<file path="src/rtl/softplus_sq_inverse_pkg.sv">
// Shared constants and types for the softplus-squared inverse block.
// Holds the Q8.8 width, the search bracket [X_MIN, X_MAX], the bisection
// iteration count and the controller state enumeration.
package softplus_sq_inverse_pkg;

    localparam int unsigned Q_W   = 16;
    localparam int unsigned ITER  = 12;
    localparam int unsigned CNT_W = 4;

    // Signed Q8.8 search bracket: -8.0 .. +8.0 (4096 LSB steps, 2**ITER).
    localparam logic [Q_W-1:0] X_MIN = 16'hF800;
    localparam logic [Q_W-1:0] X_MAX = 16'h0800;

    typedef enum logic [2:0] {
        StIdle,
        StChkLo,
        StChkHi,
        StSearch,
        StDone
    } state_e;

endpackage

</file>
<file path="src/rtl/softplus_sq_eval.sv">
// Forward piecewise softplus-squared evaluator (purely combinational).
//   x_i : signed Q8.8 operand
//   f_o : unsigned Q8.8 result, f(x) = sp(x)^2, saturated to 16'hFFFF
// sp(x) is a continuous, non-decreasing piecewise-linear softplus:
//   x <  -8.0        : 16/256 (floor keeps f(-8.0) at 1 LSB)
//   -8.0 <= x < -4.0 : 16/256 + (x + 8.0) / 16
//   -4.0 <= x <  0.0 : 80/256 + (x + 4.0) / 8
//    0.0 <= x        : 208/256 + x - x / 8
module softplus_sq_eval
    import softplus_sq_inverse_pkg::*;
(
    input  logic signed [Q_W-1:0] x_i,
    output logic        [Q_W-1:0] f_o
);

    logic signed [17:0] xe;
    logic        [17:0] off_a;
    logic        [17:0] off_b;
    logic        [17:0] xpos;
    logic        [17:0] sp;
    logic        [35:0] sq;

    always_comb begin
        xe    = {{2{x_i[Q_W-1]}}, x_i};
        // Offsets are only consumed in the segments where they are non-negative.
        off_a = 18'(xe + 18'sd2048);
        off_b = 18'(xe + 18'sd1024);
        xpos  = xe;

        if (xe < -18'sd2048) begin
            sp = 18'd16;
        end else if (xe < -18'sd1024) begin
            sp = 18'd16 + (off_a >> 4);
        end else if (xe < 18'sd0) begin
            sp = 18'd80 + (off_b >> 3);
        end else begin
            sp = 18'd208 + xpos - (xpos >> 3);
        end

        // Q8.8 * Q8.8 -> Q16.16; drop 8 fraction bits back to Q8.8.
        sq = sp * sp;
        if (sq[35:24] != '0) begin
            f_o = '1;
        end else begin
            f_o = sq[23:8];
        end
    end

endmodule

</file>
<file path="src/rtl/softplus_sq_inverse.sv">
// Inverse of the piecewise softplus-squared function by bisection.
//   clk, rst            : clock, asynchronous active-high reset
//   in_valid/in_ready   : target handshake; in_ready only while idle
//   y                   : target value, unsigned Q8.8
//   out_valid/out_ready : result handshake; result held until accepted
//   x                   : recovered operand, signed Q8.8
//   sat_lo / sat_hi     : y below f(X_MIN) / at or above f(X_MAX), x clamped
// One shared evaluator is muxed between X_MIN, X_MAX and the bisection
// midpoint depending on state.
module softplus_sq_inverse
    import softplus_sq_inverse_pkg::*;
(
    input  logic           clk,
    input  logic           rst,
    input  logic           in_valid,
    output logic           in_ready,
    input  logic [Q_W-1:0] y,
    output logic           out_valid,
    input  logic           out_ready,
    output logic [Q_W-1:0] x,
    output logic           sat_lo,
    output logic           sat_hi
);

    state_e           state_q, state_d;
    logic [Q_W-1:0]   y_q, y_d;
    logic [Q_W-1:0]   lo_q, lo_d;
    logic [Q_W-1:0]   hi_q, hi_d;
    logic [Q_W-1:0]   x_q, x_d;
    logic [CNT_W-1:0] cnt_q, cnt_d;
    logic             sat_lo_q, sat_lo_d;
    logic             sat_hi_q, sat_hi_d;

    logic [Q_W:0]     mid_sum;
    logic [Q_W-1:0]   mid;
    logic [Q_W-1:0]   eval_x;
    logic [Q_W-1:0]   eval_f;
    logic             fits;

    // 17-bit signed sum cannot overflow; dropping bit 0 is the >>> 1.
    always_comb begin
        mid_sum = {lo_q[Q_W-1], lo_q} + {hi_q[Q_W-1], hi_q};
        mid     = Q_W'(mid_sum >> 1);
    end

    always_comb begin
        case (state_q)
            StChkLo: eval_x = X_MIN;
            StChkHi: eval_x = X_MAX;
            default: eval_x = mid;
        endcase
    end

    softplus_sq_eval u_eval (
        .x_i (eval_x),
        .f_o (eval_f)
    );

    assign fits = (eval_f <= y_q);

    always_comb begin
        state_d  = state_q;
        y_d      = y_q;
        lo_d     = lo_q;
        hi_d     = hi_q;
        x_d      = x_q;
        cnt_d    = cnt_q;
        sat_lo_d = sat_lo_q;
        sat_hi_d = sat_hi_q;

        unique case (state_q)
            StIdle: begin
                if (in_valid) begin
                    y_d     = y;
                    state_d = StChkLo;
                end
            end
            StChkLo: begin
                if (!fits) begin
                    x_d      = X_MIN;
                    sat_lo_d = 1'b1;
                    sat_hi_d = 1'b0;
                    state_d  = StDone;
                end else begin
                    state_d = StChkHi;
                end
            end
            StChkHi: begin
                if (fits) begin
                    x_d      = X_MAX;
                    sat_lo_d = 1'b0;
                    sat_hi_d = 1'b1;
                    state_d  = StDone;
                end else begin
                    lo_d    = X_MIN;
                    hi_d    = X_MAX;
                    cnt_d   = '0;
                    state_d = StSearch;
                end
            end
            StSearch: begin
                // Invariant: f(lo) <= y < f(hi); ends with hi == lo + 1.
                if (fits) begin
                    lo_d = mid;
                end else begin
                    hi_d = mid;
                end
                cnt_d = cnt_q + 1'b1;
                if (cnt_q == CNT_W'(ITER - 1)) begin
                    x_d      = fits ? mid : lo_q;
                    sat_lo_d = 1'b0;
                    sat_hi_d = 1'b0;
                    state_d  = StDone;
                end
            end
            StDone: begin
                if (out_ready) begin
                    state_d = StIdle;
                end
            end
            default: begin
                state_d = StIdle;
            end
        endcase
    end

    always_ff @(posedge clk or posedge rst) begin
        if (rst) begin
            state_q  <= StIdle;
            y_q      <= '0;
            lo_q     <= '0;
            hi_q     <= '0;
            x_q      <= '0;
            cnt_q    <= '0;
            sat_lo_q <= 1'b0;
            sat_hi_q <= 1'b0;
        end else begin
            state_q  <= state_d;
            y_q      <= y_d;
            lo_q     <= lo_d;
            hi_q     <= hi_d;
            x_q      <= x_d;
            cnt_q    <= cnt_d;
            sat_lo_q <= sat_lo_d;
            sat_hi_q <= sat_hi_d;
        end
    end

    assign in_ready  = (state_q == StIdle);
    assign out_valid = (state_q == StDone);
    assign x         = x_q;
    assign sat_lo    = sat_lo_q;
    assign sat_hi    = sat_hi_q;

endmodule

</file>
<file path="config.mk">
export PLATFORM = sky130hd
export DESIGN_NAME = softplus_sq_inverse
export DESIGN_NICKNAME = d
export VERILOG_FILES = /design/src/rtl/softplus_sq_inverse_pkg.sv /design/src/rtl/softplus_sq_eval.sv /design/src/rtl/softplus_sq_inverse.sv
export SDC_FILE = /design/constraint.sdc
export NUM_CORES = 1
export LEC_CHECK = 0
export BUFFER_PORTS_ARGS = -buffer_cell sky130_fd_sc_hd__buf_4
export CORE_AREA = 8 8 224 226
export CTS_BUF_LIST = sky130_fd_sc_hd__clkbuf_2 sky130_fd_sc_hd__clkbuf_4 sky130_fd_sc_hd__clkbuf_8
export CTS_CLUSTER_SIZE = 12
export DETAILED_ROUTE_END_ITERATION = 10
export DIE_AREA = 0 0 232 234
export GPL_ROUTABILITY_DRIVEN = 0
export SYNTH_ARGS = -nofsm -noshare
export SYNTH_HDL_FRONTEND = slang
export SYNTH_SLANG_ARGS = --single-unit
</file>
<file path="constraint.sdc">
create_clock -name clk -period 21.1 [get_ports clk]
set_clock_uncertainty 0.05 [all_clocks]
set_input_delay 3.165 -clock clk [delete_from_list [all_inputs] [get_ports clk]]
set_output_delay 3.165 -clock clk [all_outputs]
set_load 0.03 [all_outputs]
</file>
---- After elaboration in Yosys (flattened, before gate mapping) ----
Index checks and enable logic that the tools add are counted.
W data, S select, Z words.
operators by class
  reductions and logical operators ........ 9
  shift operators ......................... 0
  $add $sub $neg .......................... 8
  $lt $le $gt $ge ......................... 4
  divide/modulo/power cells ............... 0
  equal/unequal tests ..................... 12
  mux-type cells .......................... 29
  bitwise operators ....................... 0
  $mul .................................... 1
operators with widths
  kind                      count
  $mux W16                  7
  $pmux W16 S2              3
  $mux W18                  3
  $pmux W16 S3              1
  $mul A18 B18 Y36          1
  $sub A18 B15 Y18          1
  $add A16 B12 Y17 const B  1
  $add A16 B13 Y17 const B  1
  $add A16 B16 Y17          1
  $add A9 B16 Y17 const A   1
  $add A7 B15 Y16 const A   1
  $le A16 B16 Y1            1
  $lt A16 B1 Y1 const B     1
  $lt A16 B11 Y1 const B    1
  $lt A16 B12 Y1 const B    1
  $add A5 B14 Y15 const A   1
  $mux W3                   5
  $pmux W3 S5               1
  $ne A2 B2 Y1 const B      6
  $reduce_bool A12 Y1       1
  $pmux W4 S2               1
  $eq A3 B2 Y1 const B      2
  $pmux W1 S3               2
  $reduce_and A3 Y1         2
  12 further kinds          17
storage, ports and cells
  bits in latches ......................... 0
  flip-flop bits (word level) ............. 73
  memories kept ........................... 0
  bits of input ports ..................... 20
  ROM bits ................................ 0
  bits in writable memories ............... 0
  output and inout port bits .............. 20

---- Logic depth before layout (Yosys ltp) ----
  depth after elaboration ................. 14
  depth in mapped cells ................... 61
  depth with buffers taken out ............ 56

---- Modules after synthesis ----
A second synthesis with hierarchy kept.
second synthesis, totals
  cells, all modules ...................... 1907
  area, all modules ....................... 15772.6 um2
by module, submodules not included
  module               times used  seq. area each (um2)  cells each  area each (um2)
  softplus_sq_eval     1           0.0                   1400        11304.6
  softplus_sq_inverse  1           1826.8                507         4468.0

---- Least setup slack after synthesis ----
OpenSTA, ideal clock, no wires.
  path type ............................... reg2reg
  start ................................... register lo_q[4]
  end ..................................... register x_q[12] (netlist: x[12])
  setup slack ............................. 6405 ps
  buffers on the path ..................... 5
  required time ........................... 20914 ps
  arrival ................................. 14509 ps
  stages on the path, launching flop included .. 59
  clock period less this slack ............ 14695 ps
  cells stage by stage .................... dfrtp_1 -> ha_1 -> a21oi_1 -> o21ai_1 -> o21ai_0 -> a21oi_1 -> a2111oi_1 -> nand2b_1 -> inv_1 -> ha_1 -> a21boi_1 -> nor2_1 -> xnor2_1 -> ha_1 -> a21oi_1 -> o21bai_1 -> a211o_1 -> or2_1 -> (+23 left out) -> o31ai_1 -> a221oi_2 -> a31oi_1 -> mux2i_1 -> or4b_1 -> nor4_4 -> buf_2 -> o211ai_1 -> ha_1 -> a21o_1 -> a21o_1 -> a211oi_1 -> nor3_1 -> or4b_2 -> nor3_1 -> clkbuf_1 -> mux2i_1 -> o21ai_0
on the way
  cells in the longest elaborated chain, start to end .. 14
  elaborated cells between the ends (all ways) .. 24
  those cells by class .................... add/sub: 7; mul: 1; order compare: 4; eq/ne: 2; mux: 8; reduce/logical: 2
RTL lines
  element                                              line                                            source
  start, declared                                      softplus_sq_inverse.sv:27                       logic [Q_W-1:0] lo_q, lo_d;
  start signal, assigned                               softplus_sq_inverse.sv:140                      lo_q <= lo_d;
  $add A16 B16 Y17 *                                   softplus_sq_inverse.sv:42                       mid_sum = {lo_q[Q_W-1], lo_q} + {hi_q[Q_W-1], hi_q};
  $pmux W16 S2                                         softplus_sq_inverse.sv:47                       case (state_q)
  $add A9 B16 Y17 or $add A16 B12 Y17 (tied branches)  softplus_sq_eval.sv:37, softplus_sq_eval.sv:27
  $sub A18 B15 Y18 or $add A7 B15 Y16 (tied branches)  softplus_sq_eval.sv:37, softplus_sq_eval.sv:35
  $mux W18                                             softplus_sq_eval.sv:34                          end else if (xe < 18'sd0) begin
  $mux W18                                             softplus_sq_eval.sv:32                          end else if (xe < -18'sd1024) begin
  $mux W18                                             softplus_sq_eval.sv:30                          if (xe < -18'sd2048) begin
  $mul A18 B18 Y36                                     softplus_sq_eval.sv:41                          sq = sp * sp;
  $reduce_bool A12 Y1                                  softplus_sq_eval.sv:42                          if (sq[35:24] != '0) begin
  $mux W16                                             softplus_sq_eval.sv:42
  $le A16 B16 Y1                                       softplus_sq_inverse.sv:59                       assign fits = (eval_f <= y_q);
  $mux W16                                             n/a
  $mux W16                                             softplus_sq_inverse.sv:109                      if (cnt_q == CNT_W'(ITER - 1)) begin
  $pmux W16 S3                                         softplus_sq_inverse.sv:71                       unique case (state_q)
  end signal, assigned                                 softplus_sq_inverse.sv:133                      x_q <= '0;
  end signal, assigned                                 softplus_sq_inverse.sv:142                      x_q <= x_d;
  end, declared                                        softplus_sq_inverse.sv:29                       logic [Q_W-1:0] x_q, x_d;
Every way passes the cells marked *; elsewhere a longest branch is shown, timed or not. The select of a mux whose other input is x is not followed.
A chain may end at the register's enable or synchronous reset.

---- Final worst setup path ----
  start ................................... register lo_q[2]
  end ..................................... register lo_q[11]
on the way
  cells in the longest elaborated chain, start to end .. 13
  elaborated cells between the ends (all ways) .. 22
  those cells by class .................... add/sub: 7; mul: 1; order compare: 4; eq/ne: 1; mux: 7; reduce/logical: 2
RTL lines
  element                                              line
  $add A16 B16 Y17 *                                   softplus_sq_inverse.sv:42
  $pmux W16 S2                                         softplus_sq_inverse.sv:47
  $add A9 B16 Y17 or $add A16 B12 Y17 (tied branches)  softplus_sq_eval.sv:37, softplus_sq_eval.sv:27
  $sub A18 B15 Y18 or $add A7 B15 Y16 (tied branches)  softplus_sq_eval.sv:37, softplus_sq_eval.sv:35
  $mux W18                                             softplus_sq_eval.sv:34
  $mux W18                                             softplus_sq_eval.sv:32
  $mux W18                                             softplus_sq_eval.sv:30
  $mul A18 B18 Y36                                     softplus_sq_eval.sv:41
  $reduce_bool A12 Y1                                  softplus_sq_eval.sv:42
  $mux W16                                             softplus_sq_eval.sv:42
  $le A16 B16 Y1                                       softplus_sq_inverse.sv:59
  $mux W16 or $ne A2 B2 Y1 (tied branches)             n/a
  $pmux W16 S2 or $reduce_and A2 Y1 (tied branches)    n/a
Every way passes the cells marked *; elsewhere a longest branch is shown, timed or not.

==> impl_summary.log <==
INFO  metric slew_at_the_pin_closest_to_its_max_slew_limit = between 1 and 1.5 ns
INFO  metric arr_time_crit_path = 16.91 ns
INFO  metric worst_setup_hold_path_clk_slew = 0.09 ns
INFO  metric syn_area_per_cell = around 8.6 µm²
INFO  metric global_route.usage.total = 16.1%
INFO  metric fin_crit_sh = about four fifths
INFO  metric die_height = 234 µm
INFO  metric clk-insertion-delay-late = 0.37 ns
INFO  metric synth_seq_area_share = 12.0%
INFO  metric tritoncts_buffers = 9
INFO  metric fp-row-count = 80
INFO  metric synth_area = roughly 15,000 µm²
INFO  metric routed_wire_length = 42,400 µm
INFO  metric worst_path_largest_cell_delay = 1.00 ns
INFO  metric max-clock-path-buffers = 2
INFO  metric drt_pass1_iterations = 6
INFO  metric critical_path_required = 21.28 ns
INFO  metric synth_top_cells_by_area = fa_1 (29%), ha_1 (13%), dfrtp_1 (12%)
INFO  metric drive_gt1_share = 6.97%
INFO  metric synth-edff-count = 0
INFO  metric final-setup-viol-count = 0
INFO  metric final.setup.tns = 0 ns
INFO  metric r2r_start = lo_q[2]
INFO  metric viasPerCell = 5.14
INFO  metric syn-instance-count = 1,775
INFO  metric ant_nets = 0
INFO  metric remaining_drc_errors = 0
INFO  metric wl_per_cell = approximately 18 µm
INFO  metric cts_tree = built
INFO  metric slew-limit-headroom = between 10% and 20%
INFO  metric dp_slack = 4.52 ns
INFO  metric category_of_the_worst_setup_path_launch_point = flop
INFO  metric core_area = ~47,000 µm²
INFO  metric yosysTopAreaCellShare = 28.6%
INFO  metric final_design_area_no_fill = 16,400 µm²
INFO  metric cts_sinks = 73
INFO  metric reg2reg_setup_slack = between 4 and 5 ns
INFO  metric detailedRoute.firstIterationViolations = a little over 1,000
INFO  metric first_global_vias = roughly 13,000
INFO  metric post-dp-hpwl = 34,700 µm
INFO  metric worst_setup_path_end_kind = flop
INFO  metric postSynth.asyncResetShare = between 90% and 100%
INFO  metric finalWorstSetupSlack = 4.36 ns
INFO  metric post_cts_setup_bufs = 0
INFO  metric max-cap-violations = 0
INFO  metric synth_area_leader_cell = fa_1
INFO  metric max_freq = 59.7 MHz
INFO  metric rsz0062_at_grt = false
INFO  metric die_width = 232 µm
INFO  metric worstPathMaxFanout = 37
INFO  metric io-pin-count = 40
INFO  metric crit_slowest_cell = o21ai_1
INFO  metric route.vias.total = 12,300
INFO  metric synth_nets = roughly 2,200
INFO  metric initial_core_util = between 30% and 40%
INFO  metric number_of_antenna_violations_at_the_first_check_in_global_routing = 0
INFO  metric worstHoldPathType = flop to flop
INFO  metric ys_types = 84
INFO  metric number_of_nets_in_the_finished_design = 2,175
INFO  metric criticalPathCategory = flop to flop
INFO  metric timing.final.max_slew_violations = 0
INFO  metric ctsRootBufferMaster = clkbuf_8
INFO  metric r2r.worst_path.cells = 54
INFO  metric holdBufCountCts = 0
INFO  metric cts-resized-gates = 0
INFO  metric crit_path_start = lo_q[2]
INFO  metric htree_levels = 3
INFO  metric status = complete, no violations
INFO  metric synth.yosys.warnings = 0
INFO  metric cpMostUsedCell = fa_1
INFO  metric buffer_ports.inserted = 39
INFO  metric ys_seq_elements = between 70 and 80
INFO  metric antenna_cells = 0
INFO  metric floorplan.die_area = roughly 54,000 µm²
INFO  metric grt_overflow = 0
INFO  metric global_route_wire_length_before_repair = about 70,000 µm
INFO  metric r2r_end = lo_q[11]
INFO  metric detailed_place.area = 16,200 µm²
INFO  metric synthFlopType = dfrtp_1
INFO  metric period_minus_slack = 16.74 ns
INFO  metric post-route-util = 35.0%
INFO  metric area_delta_synth_final = 7.61%
INFO  metric crit_path_end = lo_q[11]
INFO  metric largest_net_degree_at_the_start_of_global_routing = 74
INFO  metric final_hold_viol_count = 0
layer usage:
metal	track usage, %	wire length [µm]	up-vias
met1	20.0	18100	6049
met3	1.85	1970	79
li1	-	-	5818
met2	28.7	21100	365
met4	5.41	1230	0
met5	0	0	-
layout by cell type, fill, tap and decap left out, types with 19 or more instances in the layout:
cell        n
nand2b_1   20
a21o_1     27
dfrtp_1    73
and2_1     26
xnor2_1    41
o211ai_1   22
a22o_1     20
xor2_1     22
a21oi_1    63
o21a_1     19
inv_1     315
ha_1      163
nor3_1     24
buf_4      59
fa_1      217
nor2_1    135
o21ai_0    71
nand2_1   188
cell usage after synthesis, drive strengths merged, types with 4 or more instances:
master / instances
nor2: 135
o2111ai: 4
o21a: 19
xor2: 22
clkbuf: 53
nand2b: 20
a21boi: 7
o211ai: 22
o311ai: 4
o21bai: 4
nor4: 4
o21ai: 85
fa: 217
a21o: 27
buf: 17
o31a: 4
mux2i: 13
a21oi: 63
a221oi: 4
mux2: 5
xnor2: 41
dfrtp: 73
or3: 10
inv: 327
a22o: 20
and3: 11
nor3b: 4
ha: 163
a211o: 6
a211oi: 11
o31ai: 18
a22oi: 5
nor3: 26
nor2b: 9
and2: 28
o22ai: 12
a31oi: 8
nand4: 11
a31o: 7
nand3: 16
nand2: 188
o2bb2ai: 4
or2: 8
a2111oi: 4
worst max-delay path, delay by kind of cell (launching register included):
kind | cells | cell delay, ns
AOI/OAI and AO/OA | 21 | 6.01
adders and majority gates | 11 | 4.82
and+or+nand+nor | 13 | 3.82
buffers and inverters | 6 | 0.92
DFF | 1 | 0.41
xor gates and xnor gates | 2 | 0.33
muxes | 1 | 0.15
logic make-up after synthesis:
family | Yosys count | share of synthesized area (%)
adder cells (fa/ha/maj) | 380 | 42.0
AO/OA/AOI/OAI | 356 | 16.1
flip-flops | 73 | 12.0
AND/OR/NAND/NOR | 487 | 14.9
buffers and inverters | 397 | 10.0
XOR/XNOR | 64 | 3.77
multiplexers | 18 | 1.23
area by class of cell:
cell class	count	area, µm²
clock buffer	10	131
clock inverter	6	90.1
fill	4808	30500
inverter	327	1230
multi-input combinational	1305	11900
sequential	73	1830
tap	615	769
timing repair buffer	59	443
through the flow:
| step | instances | hold slack, ns |
|---|---|---|
| floorplan | 1775 | 0.403 |
| global placement | 2379 | 0.421 |
| detailed placement | 2379 | 0.427 |
| CTS | 2395 | 0.446 |
| global route | 2395 | 0.471 |
| finish | 2395 | 0.439 |
flip-flops by register name, indices dropped and copies added, names as in the netlist:
register and flops:
cnt_q 4, hi_q 16, lo_q 16, sat_hi 1, sat_lo 1, state_q 3, x 16, y_q 16
how the worst min path moves through the flow:
stage             start  endpoint  slack [ns]  depth (start not counted)
2_1_floorplan   hi_q[2]   hi_q[2]        0.40                          2
3_3_place_gp    hi_q[6]   hi_q[6]        0.42                          2
3_5_place_dp   hi_q[15]  hi_q[15]        0.43                          2
4_1_cts         hi_q[7]   hi_q[7]        0.45                          2
5_1_grt        hi_q[11]  hi_q[11]        0.47                          1
6_report       hi_q[15]  hi_q[15]        0.44                          2
Power is not shown: default switching activity piles up to over one toggle a cycle in this logic, so the estimate is an artifact.
